<file path="src/rtl/mem_responder_if.sv">
// rtl/mem_responder_if.sv - serial TX/RX bus and backdoor preload port of mem_responder
interface mem_responder_if #(
  parameter int NSHIFT     = 2,
  parameter int LOG2_BYTES = 6
);
  logic [NSHIFT-1:0]     tx_pins;
  logic [NSHIFT-1:0]     rx_pins;
  logic                  busy;
  logic                  overflow;
  logic                  dbg_we;
  logic [LOG2_BYTES-1:0] dbg_addr;
  logic [7:0]            dbg_wdata;

  modport master (
    output tx_pins, dbg_we, dbg_addr, dbg_wdata,
    input  rx_pins, busy, overflow
  );

  modport slave (
    input  tx_pins, dbg_we, dbg_addr, dbg_wdata,
    output rx_pins, busy, overflow
  );
endinterface

</file>
<file path="src/rtl/mem_responder.sv">
// rtl/mem_responder.sv - memory-side responder for the 2-bit serial TX/RX bus
// Optional macro RESP_WRITE_ACK_EN: completed writes return a one-beat ack reply.
module mem_responder #(
  parameter int NSHIFT       = 2,
  parameter int LOG2_BYTES   = 6,
  parameter int READ_LATENCY = 2
) (
  input  logic            clk,
  input  logic            reset,
  mem_responder_if.slave  bus
);
  localparam int         DEPTH   = 1 << LOG2_BYTES;
  localparam logic [4:0] LAT_M1  = 5'((READ_LATENCY > 0) ? READ_LATENCY - 1 : 0);
  localparam logic [1:0] OP_READ = 2'b01;
  localparam logic [1:0] OP_W8   = 2'b10;

  typedef enum logic [1:0] {R_IDLE, R_ADDR, R_DATA} r_state_t;
  typedef enum logic [2:0] {T_IDLE, T_WAIT, T_START, T_PAYLOAD, T_ACK} t_state_t;

  r_state_t r_state, r_next;
  t_state_t t_state, t_next, load_target;

  logic [NSHIFT-1:0]     tx;
  logic [1:0]            op;
  logic [3:0]            beat;
  logic [15:0]           addr_sr, data_sr, addr_full, data_full;
  logic                  addr_last, data_last, rd_cap, wr_done;
  logic [LOG2_BYTES-1:0] wa, wa_hi, ra, ra_hi;
  logic [7:0]            mem [DEPTH];
  logic [15:0]           rd_data;

  logic                  cap_valid, cap_ack, tx_free, load, load_ack, to_slot, drop;
  logic                  slot_full, slot_ack, overflow_q;
  logic [15:0]           slot_data, tshift;
  logic [4:0]            tcnt;
  logic [1:0]            pay_bits;

  assign tx        = bus.tx_pins;
  assign addr_full = {tx, addr_sr[15:2]};
  assign data_full = {tx, data_sr[15:2]};
  assign addr_last = (r_state == R_ADDR) && (beat == 4'd7);
  assign data_last = (r_state == R_DATA) && (beat == ((op == OP_W8) ? 4'd3 : 4'd7));

  always_ff @(posedge clk or posedge reset) begin
    if (reset) r_state <= R_IDLE;
    else       r_state <= r_next;
  end

  always_comb begin
    r_next = r_state;
    case (r_state)
      R_IDLE:  if (tx != '0) r_next = R_ADDR;
      R_ADDR:  if (addr_last) r_next = (op == OP_READ) ? R_IDLE : R_DATA;
      R_DATA:  if (data_last) r_next = R_IDLE;
      default: r_next = R_IDLE;
    endcase
  end

  always_comb begin
    rd_cap  = 1'b0;
    wr_done = 1'b0;
    if (addr_last && op == OP_READ) rd_cap = 1'b1;
    if (data_last) wr_done = 1'b1;
  end

  // Address and data arrive LSB pair first, so shift in from the top.
  always_ff @(posedge clk or posedge reset) begin
    if (reset) begin
      op      <= '0;
      beat    <= '0;
      addr_sr <= '0;
      data_sr <= '0;
    end else begin
      case (r_state)
        R_IDLE: begin
          op   <= tx;
          beat <= '0;
        end
        R_ADDR: begin
          addr_sr <= addr_full;
          beat    <= addr_last ? 4'd0 : beat + 4'd1;
        end
        R_DATA: begin
          data_sr <= data_full;
          beat    <= beat + 4'd1;
        end
        default: beat <= '0;
      endcase
    end
  end

  assign wa      = addr_sr[LOG2_BYTES-1:0];
  assign wa_hi   = wa + 1'b1;
  assign ra      = addr_full[LOG2_BYTES-1:0];
  assign ra_hi   = ra + 1'b1;
  assign rd_data = {mem[ra_hi], mem[ra]};

  // Bus write is issued after the backdoor write so it wins a same-byte collision.
  always_ff @(posedge clk) begin
    if (bus.dbg_we) mem[bus.dbg_addr] <= bus.dbg_wdata;
    if (wr_done) begin
      if (op == OP_W8) begin
        mem[wa] <= data_full[15:8];
      end else begin
        mem[wa]    <= data_full[7:0];
        mem[wa_hi] <= data_full[15:8];
      end
    end
  end

`ifdef RESP_WRITE_ACK_EN
  assign cap_valid = rd_cap || wr_done;
  assign cap_ack   = wr_done;
`else
  assign cap_valid = rd_cap;
  assign cap_ack   = 1'b0;
`endif

  // The transmitter can take new data on its final beat, which allows gapless replies.
  assign tx_free     = (t_state == T_IDLE) || (t_state == T_ACK) ||
                       ((t_state == T_PAYLOAD) && (tcnt == 5'd7));
  assign load        = tx_free && (slot_full || cap_valid);
  assign load_ack    = slot_full ? slot_ack : cap_ack;
  assign to_slot     = cap_valid && !slot_full && !tx_free;
  assign drop        = cap_valid && slot_full;
  assign load_target = load_ack ? T_ACK : ((READ_LATENCY == 0) ? T_START : T_WAIT);

  always_ff @(posedge clk or posedge reset) begin
    if (reset) t_state <= T_IDLE;
    else       t_state <= t_next;
  end

  always_comb begin
    t_next = t_state;
    case (t_state)
      T_IDLE, T_ACK: t_next = load ? load_target : T_IDLE;
      T_WAIT:        if (tcnt == 5'd0) t_next = T_START;
      T_START:       t_next = T_PAYLOAD;
      T_PAYLOAD:     if (tcnt == 5'd7) t_next = load ? load_target : T_IDLE;
      default:       t_next = T_IDLE;
    endcase
  end

  assign pay_bits = tshift[{tcnt[2:0], 1'b0} +: 2];

  always_comb begin
    bus.rx_pins = '0;
    case (t_state)
      T_START:   bus.rx_pins = 2'b01;
      T_PAYLOAD: bus.rx_pins = pay_bits;
      T_ACK:     bus.rx_pins = 2'b10;
      default:   bus.rx_pins = '0;
    endcase
    bus.busy     = (r_state != R_IDLE) || (t_state != T_IDLE) || slot_full;
    bus.overflow = overflow_q;
  end

  always_ff @(posedge clk or posedge reset) begin
    if (reset) begin
      tcnt       <= '0;
      tshift     <= '0;
      slot_full  <= 1'b0;
      slot_ack   <= 1'b0;
      slot_data  <= '0;
      overflow_q <= 1'b0;
    end else begin
      if (load) begin
        tcnt   <= LAT_M1;
        tshift <= slot_full ? slot_data : rd_data;
      end else begin
        case (t_state)
          T_WAIT:    tcnt <= tcnt - 5'd1;
          T_START:   tcnt <= 5'd0;
          T_PAYLOAD: tcnt <= tcnt + 5'd1;
          default:   tcnt <= tcnt;
        endcase
      end
      if (load && slot_full) begin
        slot_full <= 1'b0;
      end else if (to_slot) begin
        slot_full <= 1'b1;
        slot_data <= rd_data;
        slot_ack  <= cap_ack;
      end
      if (drop) overflow_q <= 1'b1;
    end
  end
endmodule

</file>
<file path="src/flat_wrapper.sv">
// flat-port wrapper written by rule: the top's interface ports become plain ports
module mem_responder_flat 
#(
  parameter int NSHIFT       = 2,
  parameter int LOG2_BYTES   = 6,
  parameter int READ_LATENCY = 2
)
  (clk, reset, bus_tx_pins, bus_dbg_we, bus_dbg_addr, bus_dbg_wdata, bus_rx_pins, bus_busy, bus_overflow);
  mem_responder_if #(.NSHIFT(NSHIFT), .LOG2_BYTES(LOG2_BYTES)) bus_i ();
  input  logic clk;
  input  logic reset;
  input wire logic [$bits(bus_i.tx_pins)-1:0] bus_tx_pins;
  input wire logic [$bits(bus_i.dbg_we)-1:0] bus_dbg_we;
  input wire logic [$bits(bus_i.dbg_addr)-1:0] bus_dbg_addr;
  input wire logic [$bits(bus_i.dbg_wdata)-1:0] bus_dbg_wdata;
  output wire logic [$bits(bus_i.rx_pins)-1:0] bus_rx_pins;
  output wire logic [$bits(bus_i.busy)-1:0] bus_busy;
  output wire logic [$bits(bus_i.overflow)-1:0] bus_overflow;
  assign bus_i.tx_pins = bus_tx_pins;
  assign bus_i.dbg_we = bus_dbg_we;
  assign bus_i.dbg_addr = bus_dbg_addr;
  assign bus_i.dbg_wdata = bus_dbg_wdata;
  assign bus_rx_pins = bus_i.rx_pins;
  assign bus_busy = bus_i.busy;
  assign bus_overflow = bus_i.overflow;
  mem_responder #(.NSHIFT(NSHIFT), .LOG2_BYTES(LOG2_BYTES), .READ_LATENCY(READ_LATENCY)) u_core (.clk(clk), .reset(reset), .bus(bus_i));
endmodule
</file>
<file path="config.mk">
export PLATFORM = sky130hd
export DESIGN_NAME = mem_responder_flat
export DESIGN_NICKNAME = d
export VERILOG_FILES = /design/src/rtl/mem_responder_if.sv /design/src/rtl/mem_responder.sv /design/src/flat_wrapper.sv
export SDC_FILE = /design/constraint.sdc
export NUM_CORES = 2
export LEC_CHECK = 0
export BUFFER_PORTS_ARGS = -buffer_cell sky130_fd_sc_hd__buf_4
export CORE_UTILIZATION = 45
export CTS_CLUSTER_DIAMETER = 60
export DETAILED_ROUTE_END_ITERATION = 12
export SYNTH_ARGS = -nofsm -noshare
export SYNTH_HDL_FRONTEND = slang
export SYNTH_SLANG_ARGS = --single-unit
</file>
<file path="constraint.sdc">
create_clock -name clk -period 5.81 [get_ports clk]
set_input_delay 0.2905 -clock clk [delete_from_list [all_inputs] [get_ports clk]]
set_output_delay 0.2905 -clock clk [all_outputs]
set_load 0.01 [all_outputs]
</file>
==> metrics.txt <==
# TYPE chip_impl_metric gauge
chip_impl_metric{name="post-route-period-util",unit="%"} 71.6
chip_impl_metric{name="timing_worst_slew_pin_value",unit="ns"} 1.43
chip_impl_metric{name="synthesis.instances",unit=""} 3759
chip_impl_info{name="timing.critical_path.to_type",value="register"} 1
chip_impl_metric{name="ant_nets",unit=""} 0
chip_impl_info{name="outcome",value="complete, but fails checks"} 1
chip_impl_metric{name="n_fill_cell",unit=""} 8012
chip_impl_metric{name="max_freq",unit="MHz"} 240
chip_impl_metric{name="post_cts_setup_buffer_count",unit=""} 0
chip_impl_info{name="path_class",value="register to register"} 1
chip_impl_metric{name="cts_inserted_buffers",unit=""} 79
chip_impl_metric{name="report.final.setup_viol",unit=""} 0
chip_impl_metric{name="clock_latency_reported_for_the_late_side_of_the_worst_skew_pair",unit="ns"} 0.66
chip_impl_metric{name="total_power",unit="mW"} 17.7
chip_impl_metric{name="final_util",unit="%"} 48.5
chip_impl_metric{name="post-place-ws",unit="ns"} 1.73
chip_impl_metric{name="cts.sink_count",unit=""} 591
chip_impl_metric{name="fin_worst_skew",unit="ns"} 0.0227
chip_impl_metric{name="placed_cells",unit=""} 4654
chip_impl_metric{name="layout_setup_ws",unit="ns"} 1.65
chip_impl_metric{name="globalRouteMet2Util",unit="%"} 48.5
chip_impl_metric{name="globalRouteMet3Util",unit="%"} 8.65
chip_impl_metric{name="irDropWorstVdd",unit="mV"} 0.369
chip_impl_metric{name="postSynthRegisterBits",unit=""} 591
chip_impl_metric{name="numPortBuffers",unit=""} 22
chip_impl_metric{name="proportion_of_layout_cells_with_a_drive_suffix_above_1",unit="%"} 19.8
chip_impl_metric{name="grt_overflow",unit=""} 0
chip_impl_metric{name="syn_warnings",unit=""} 0
chip_impl_info{name="cts_tree",value="yes"} 1
chip_impl_info{name="yosys_most_used_dff",value="sky130_fd_sc_hd__edfxtp_1"} 1
chip_impl_metric{name="nNetsFinal",unit=""} 3582
chip_impl_metric{name="slew_violations",unit=""} 0
chip_impl_info{name="startpoint_type",value="register"} 1
chip_impl_metric{name="fin_crit",unit="ns"} 4.16
chip_impl_metric{name="gr_met1_demand_resource",unit="%"} 48.3
chip_impl_metric{name="wirelength",unit="um"} 163000
chip_impl_metric{name="row_count",unit=""} 111
chip_impl_metric{name="drc",unit=""} 0
chip_impl_metric{name="synth-seq-area-share",unit="%"} 41.8
chip_impl_metric{name="die-width",unit="um"} 306
chip_impl_metric{name="area_of_all_placed_cells_without_fillers",unit="mm^2"} 0.0444
chip_impl_metric{name="floorplan.core_area",unit="mm^2"} 0.0915
chip_impl_metric{name="initial_utilization",unit="%"} 45.4
chip_impl_metric{name="antenna_found_initial",unit=""} 1
chip_impl_metric{name="cts.path.max_buffers",unit=""} 3
chip_impl_metric{name="viasPerCell",unit=""} 6.88
chip_impl_metric{name="dp_hpwl",unit="um"} 103000
chip_impl_metric{name="num_vias",unit=""} 33000
chip_impl_metric{name="placement.cell_area",unit="mm^2"} 0.0419
chip_impl_metric{name="overall_routing_resource_usage",unit="%"} 34.3
chip_impl_metric{name="finalHoldViolCount",unit=""} 19
chip_impl_info{name="r2r-end",value="u_core.slot_data[8]"} 1
chip_impl_info{name="cts_root_buf",value="sky130_fd_sc_hd__clkbuf_16"} 1
chip_impl_info{name="grt_setup_unrepaired",value="no"} 1
chip_impl_metric{name="cap_viol_max_count",unit=""} 0
chip_impl_metric{name="post_drt_wl_per_cell",unit="um"} 33.9
chip_impl_metric{name="clk_pin_slew_worst_paths",unit="ns"} 0.06
chip_impl_metric{name="ys_async_sr_fraction",unit="%"} 13.4
chip_impl_metric{name="leakage",unit="nW"} 16.6
chip_impl_metric{name="worst_slew_margin_rel",unit="%"} 4.25
chip_impl_metric{name="worstPathArrival",unit="ns"} 4.64
chip_impl_info{name="violations",value="hold timing"} 1
chip_impl_metric{name="number_of_violations_reported_at_the_end_of_detailed_routing_iteration_0",unit=""} 5599
chip_impl_metric{name="worst_hold_slack",unit="ns"} -0.0308
chip_impl_info{name="worstReg2RegStart",value="u_core.addr_sr[3]"} 1
chip_impl_info{name="holdCritPathClass",value="input pin to async pin"} 1
chip_impl_metric{name="synthesis.nets",unit=""} 3792
chip_impl_metric{name="fp.dieArea",unit="mm^2"} 0.0935
chip_impl_metric{name="drtPass1Iterations",unit=""} 6
chip_impl_metric{name="reg2reg_depth",unit=""} 8
chip_impl_metric{name="floorplan.die.height",unit="um"} 306
chip_impl_metric{name="synth_edf_count",unit=""} 512
chip_impl_metric{name="pin_count",unit=""} 23
chip_impl_metric{name="synthesized_area_divided_by_synthesized_cell_count",unit="um^2"} 11.1
chip_impl_metric{name="wire_length_of_the_first_global_routing_pass",unit="um"} 229000
chip_impl_metric{name="finalSetupTns",unit="ns"} 0
chip_impl_info{name="busiest_layer",value="met2"} 1
chip_impl_metric{name="synth.lib_cells_used.distinct",unit=""} 92
chip_impl_metric{name="synth_area",unit="mm^2"} 0.0415
chip_impl_metric{name="first_global_vias",unit=""} 29700
chip_impl_metric{name="cp_max_fo",unit=""} 48
chip_impl_metric{name="post_layout_nonfiller_instances",unit=""} 4797
chip_impl_metric{name="cellPowerDensity",unit="mW/mm^2"} 398
chip_impl_metric{name="pin_count_of_the_biggest_net_entering_global_routing",unit=""} 110
chip_impl_metric{name="finalWeightedCongestion",unit=""} 1.02
chip_impl_metric{name="h-tree-depth",unit=""} 3
chip_impl_metric{name="worst-r2r-setup-slack",unit="ns"} 1.65
chip_impl_metric{name="cts_hold_buffers",unit=""} 0
chip_impl_metric{name="cts_repair_resize_count",unit=""} 0
chip_impl_metric{name="area_growth_syn_to_layout",unit="%"} 6.86
chip_impl_metric{name="critical_path_required",unit="ns"} 6.29
## critical path, stage by stage, from the launching register on
cell and delay [ns]:
sky130_fd_sc_hd__dfrtp_4 0.98, sky130_fd_sc_hd__ha_4 0.39, sky130_fd_sc_hd__xor2_4 0.89, sky130_fd_sc_hd__buf_4 0.60, sky130_fd_sc_hd__mux2_2 0.42, sky130_fd_sc_hd__o211ai_1 0.10, sky130_fd_sc_hd__a22oi_1 0.14, sky130_fd_sc_hd__nor4b_1 0.34
sky130_fd_sc_hd__a22oi_1 0.11
## state kept, by name (all words and copies together) (netlist names)
signal and flops:
u_core.tcnt 5, u_core.t_state 2, u_core.tshift 16, u_core.beat 4, u_core.op 2, u_core.mem 512, u_core.slot_data 16, u_core.slot_full 1
u_core.addr_sr 16, u_core.data_sr 14, u_core.bus.overflow 1, u_core.r_state 2
## placed cells by master (no fill, tap or decap), types with 10 or more instances in the layout
| cell type | count |
|---|---|
| sky130_fd_sc_hd__a211o_1 | 21 |
| sky130_fd_sc_hd__a221oi_1 | 19 |
| sky130_fd_sc_hd__o21ai_1 | 95 |
| sky130_fd_sc_hd__dfrtp_1 | 70 |
| sky130_fd_sc_hd__inv_1 | 13 |
| sky130_fd_sc_hd__mux4_2 | 230 |
| sky130_fd_sc_hd__a22oi_1 | 14 |
| sky130_fd_sc_hd__o21ai_0 | 483 |
| sky130_fd_sc_hd__ha_1 | 12 |
| sky130_fd_sc_hd__edfxtp_1 | 512 |
| sky130_fd_sc_hd__nand2b_1 | 10 |
| sky130_fd_sc_hd__a21oi_1 | 60 |
| sky130_fd_sc_hd__nand3_1 | 22 |
| sky130_fd_sc_hd__nor3_1 | 21 |
| sky130_fd_sc_hd__clkbuf_1 | 18 |
| sky130_fd_sc_hd__mux2i_1 | 571 |
| sky130_fd_sc_hd__clkinv_1 | 12 |
| sky130_fd_sc_hd__o221ai_1 | 13 |
| sky130_fd_sc_hd__nor2_4 | 58 |
| sky130_fd_sc_hd__o211ai_1 | 23 |
| sky130_fd_sc_hd__nand2_1 | 700 |
| sky130_fd_sc_hd__mux2_2 | 96 |
| sky130_fd_sc_hd__clkbuf_16 | 79 |
| sky130_fd_sc_hd__buf_4 | 87 |
| sky130_fd_sc_hd__nor2_1 | 59 |
| sky130_fd_sc_hd__nor2_2 | 25 |
| sky130_fd_sc_hd__and3_1 | 20 |
| sky130_fd_sc_hd__clkinv_2 | 10 |
| sky130_fd_sc_hd__nand2_2 | 28 |
## metal layers
metal	vias to the layer above	share of wire (%)
li1	13700	-
met1	16200	39
met2	2592	42
met3	486	14
met4	0	6.2
met5	-	0
## power by group
| part | leakage (nW) | internal [mW] | total [mW] | switching [mW] |
|---|---|---|---|---|
| sequential | 5.65 | 4.72 | 4.97 | 0.246 |
| combinational | 9.69 | 2.95 | 7.84 | 4.88 |
| clock | 1.22 | 2.84 | 4.86 | 2.02 |
| total | 16.6 | 10.5 | 17.7 | 7.15 |
## final cells by class
class	instances	area, um^2	share of cell area (%)
antenna	2	5.00	0.0113
clock buffer	97	2040	4.61
clock inverter	44	479	1.08
inverter	16	62.6	0.141
multi-input combinational	2771	22200	50.1
sequential	591	17400	39.2
tap	1186	1480	3.34
timing repair buffer	90	713	1.61
## cells in the mapped netlist, types with 6 or more instances
cell / count / share of area (%)
sky130_fd_sc_hd__a211oi_1: 9 / 0.16
sky130_fd_sc_hd__a211o_1: 21 / 0.44
sky130_fd_sc_hd__o21ai_0: 483 / 5.8
sky130_fd_sc_hd__mux4_2: 230 / 12
sky130_fd_sc_hd__and3_1: 20 / 0.30
sky130_fd_sc_hd__buf_2: 174 / 2.1
sky130_fd_sc_hd__and3b_1: 9 / 0.19
sky130_fd_sc_hd__nor2_2: 19 / 0.29
sky130_fd_sc_hd__inv_1: 14 / 0.13
sky130_fd_sc_hd__nor2b_1: 9 / 0.14
sky130_fd_sc_hd__o221ai_1: 13 / 0.27
sky130_fd_sc_hd__dfrtp_1: 79 / 4.8
sky130_fd_sc_hd__edfxtp_1: 512 / 37
sky130_fd_sc_hd__or2_2: 7 / 0.11
sky130_fd_sc_hd__a221oi_1: 19 / 0.40
sky130_fd_sc_hd__nor3_1: 24 / 0.29
sky130_fd_sc_hd__nor3b_1: 7 / 0.13
sky130_fd_sc_hd__o21ai_1: 95 / 1.1
sky130_fd_sc_hd__buf_4: 58 / 1.0
sky130_fd_sc_hd__mux2i_1: 571 / 14
sky130_fd_sc_hd__nand3b_1: 7 / 0.13
sky130_fd_sc_hd__a22oi_1: 14 / 0.25
sky130_fd_sc_hd__a21oi_1: 60 / 0.72
sky130_fd_sc_hd__xnor2_1: 6 / 0.13
sky130_fd_sc_hd__a221o_1: 7 / 0.17
sky130_fd_sc_hd__and2_1: 6 / 0.090
sky130_fd_sc_hd__nand2_1: 700 / 6.3
sky130_fd_sc_hd__clkbuf_1: 111 / 1.0
sky130_fd_sc_hd__nand2_2: 36 / 0.54
sky130_fd_sc_hd__nand2b_1: 10 / 0.15
sky130_fd_sc_hd__o22ai_1: 7 / 0.11
sky130_fd_sc_hd__xor2_1: 6 / 0.13
sky130_fd_sc_hd__nor2_4: 58 / 1.6
sky130_fd_sc_hd__o211ai_1: 23 / 0.42
sky130_fd_sc_hd__a32oi_1: 8 / 0.17
sky130_fd_sc_hd__ha_1: 13 / 0.39
sky130_fd_sc_hd__nor2_1: 65 / 0.59
sky130_fd_sc_hd__mux2_2: 96 / 2.6
sky130_fd_sc_hd__buf_1: 12 / 0.11
sky130_fd_sc_hd__buf_6: 22 / 0.60
sky130_fd_sc_hd__nand3_1: 22 / 0.27
## kinds of logic (layout without fill, tap and decap cells)
logic type               after synthesis  after routing  synth area share [%]
other                                  0              2                     0
adder cells (fa/ha/maj)               14             14                 0.440
AO/OA/AOI/OAI                        808            808                  11.3
flip-flops                           591            591                  41.8
buffers and inverters                397            247                  5.10
XOR/XNOR                              18             18                 0.542
AND/OR/NAND/NOR                     1034           1034                  12.0
multiplexers                         897            897                  28.8
## how the worst max path moves through the flow
stage,from,end,slack (ns)
after floorplan,u_core.addr_sr[1],u_core.mem[17][0],3.18
after global placement,u_core.addr_sr[3],u_core.slot_data[8],1.85
after detailed placement,u_core.addr_sr[3],u_core.slot_data[8],1.73
after CTS,u_core.addr_sr[3],u_core.slot_data[8],1.71
after global routing,u_core.addr_sr[3],u_core.slot_data[8],1.42
final,u_core.addr_sr[3],u_core.slot_data[8],1.65
(Power assumes the default switching activity.)
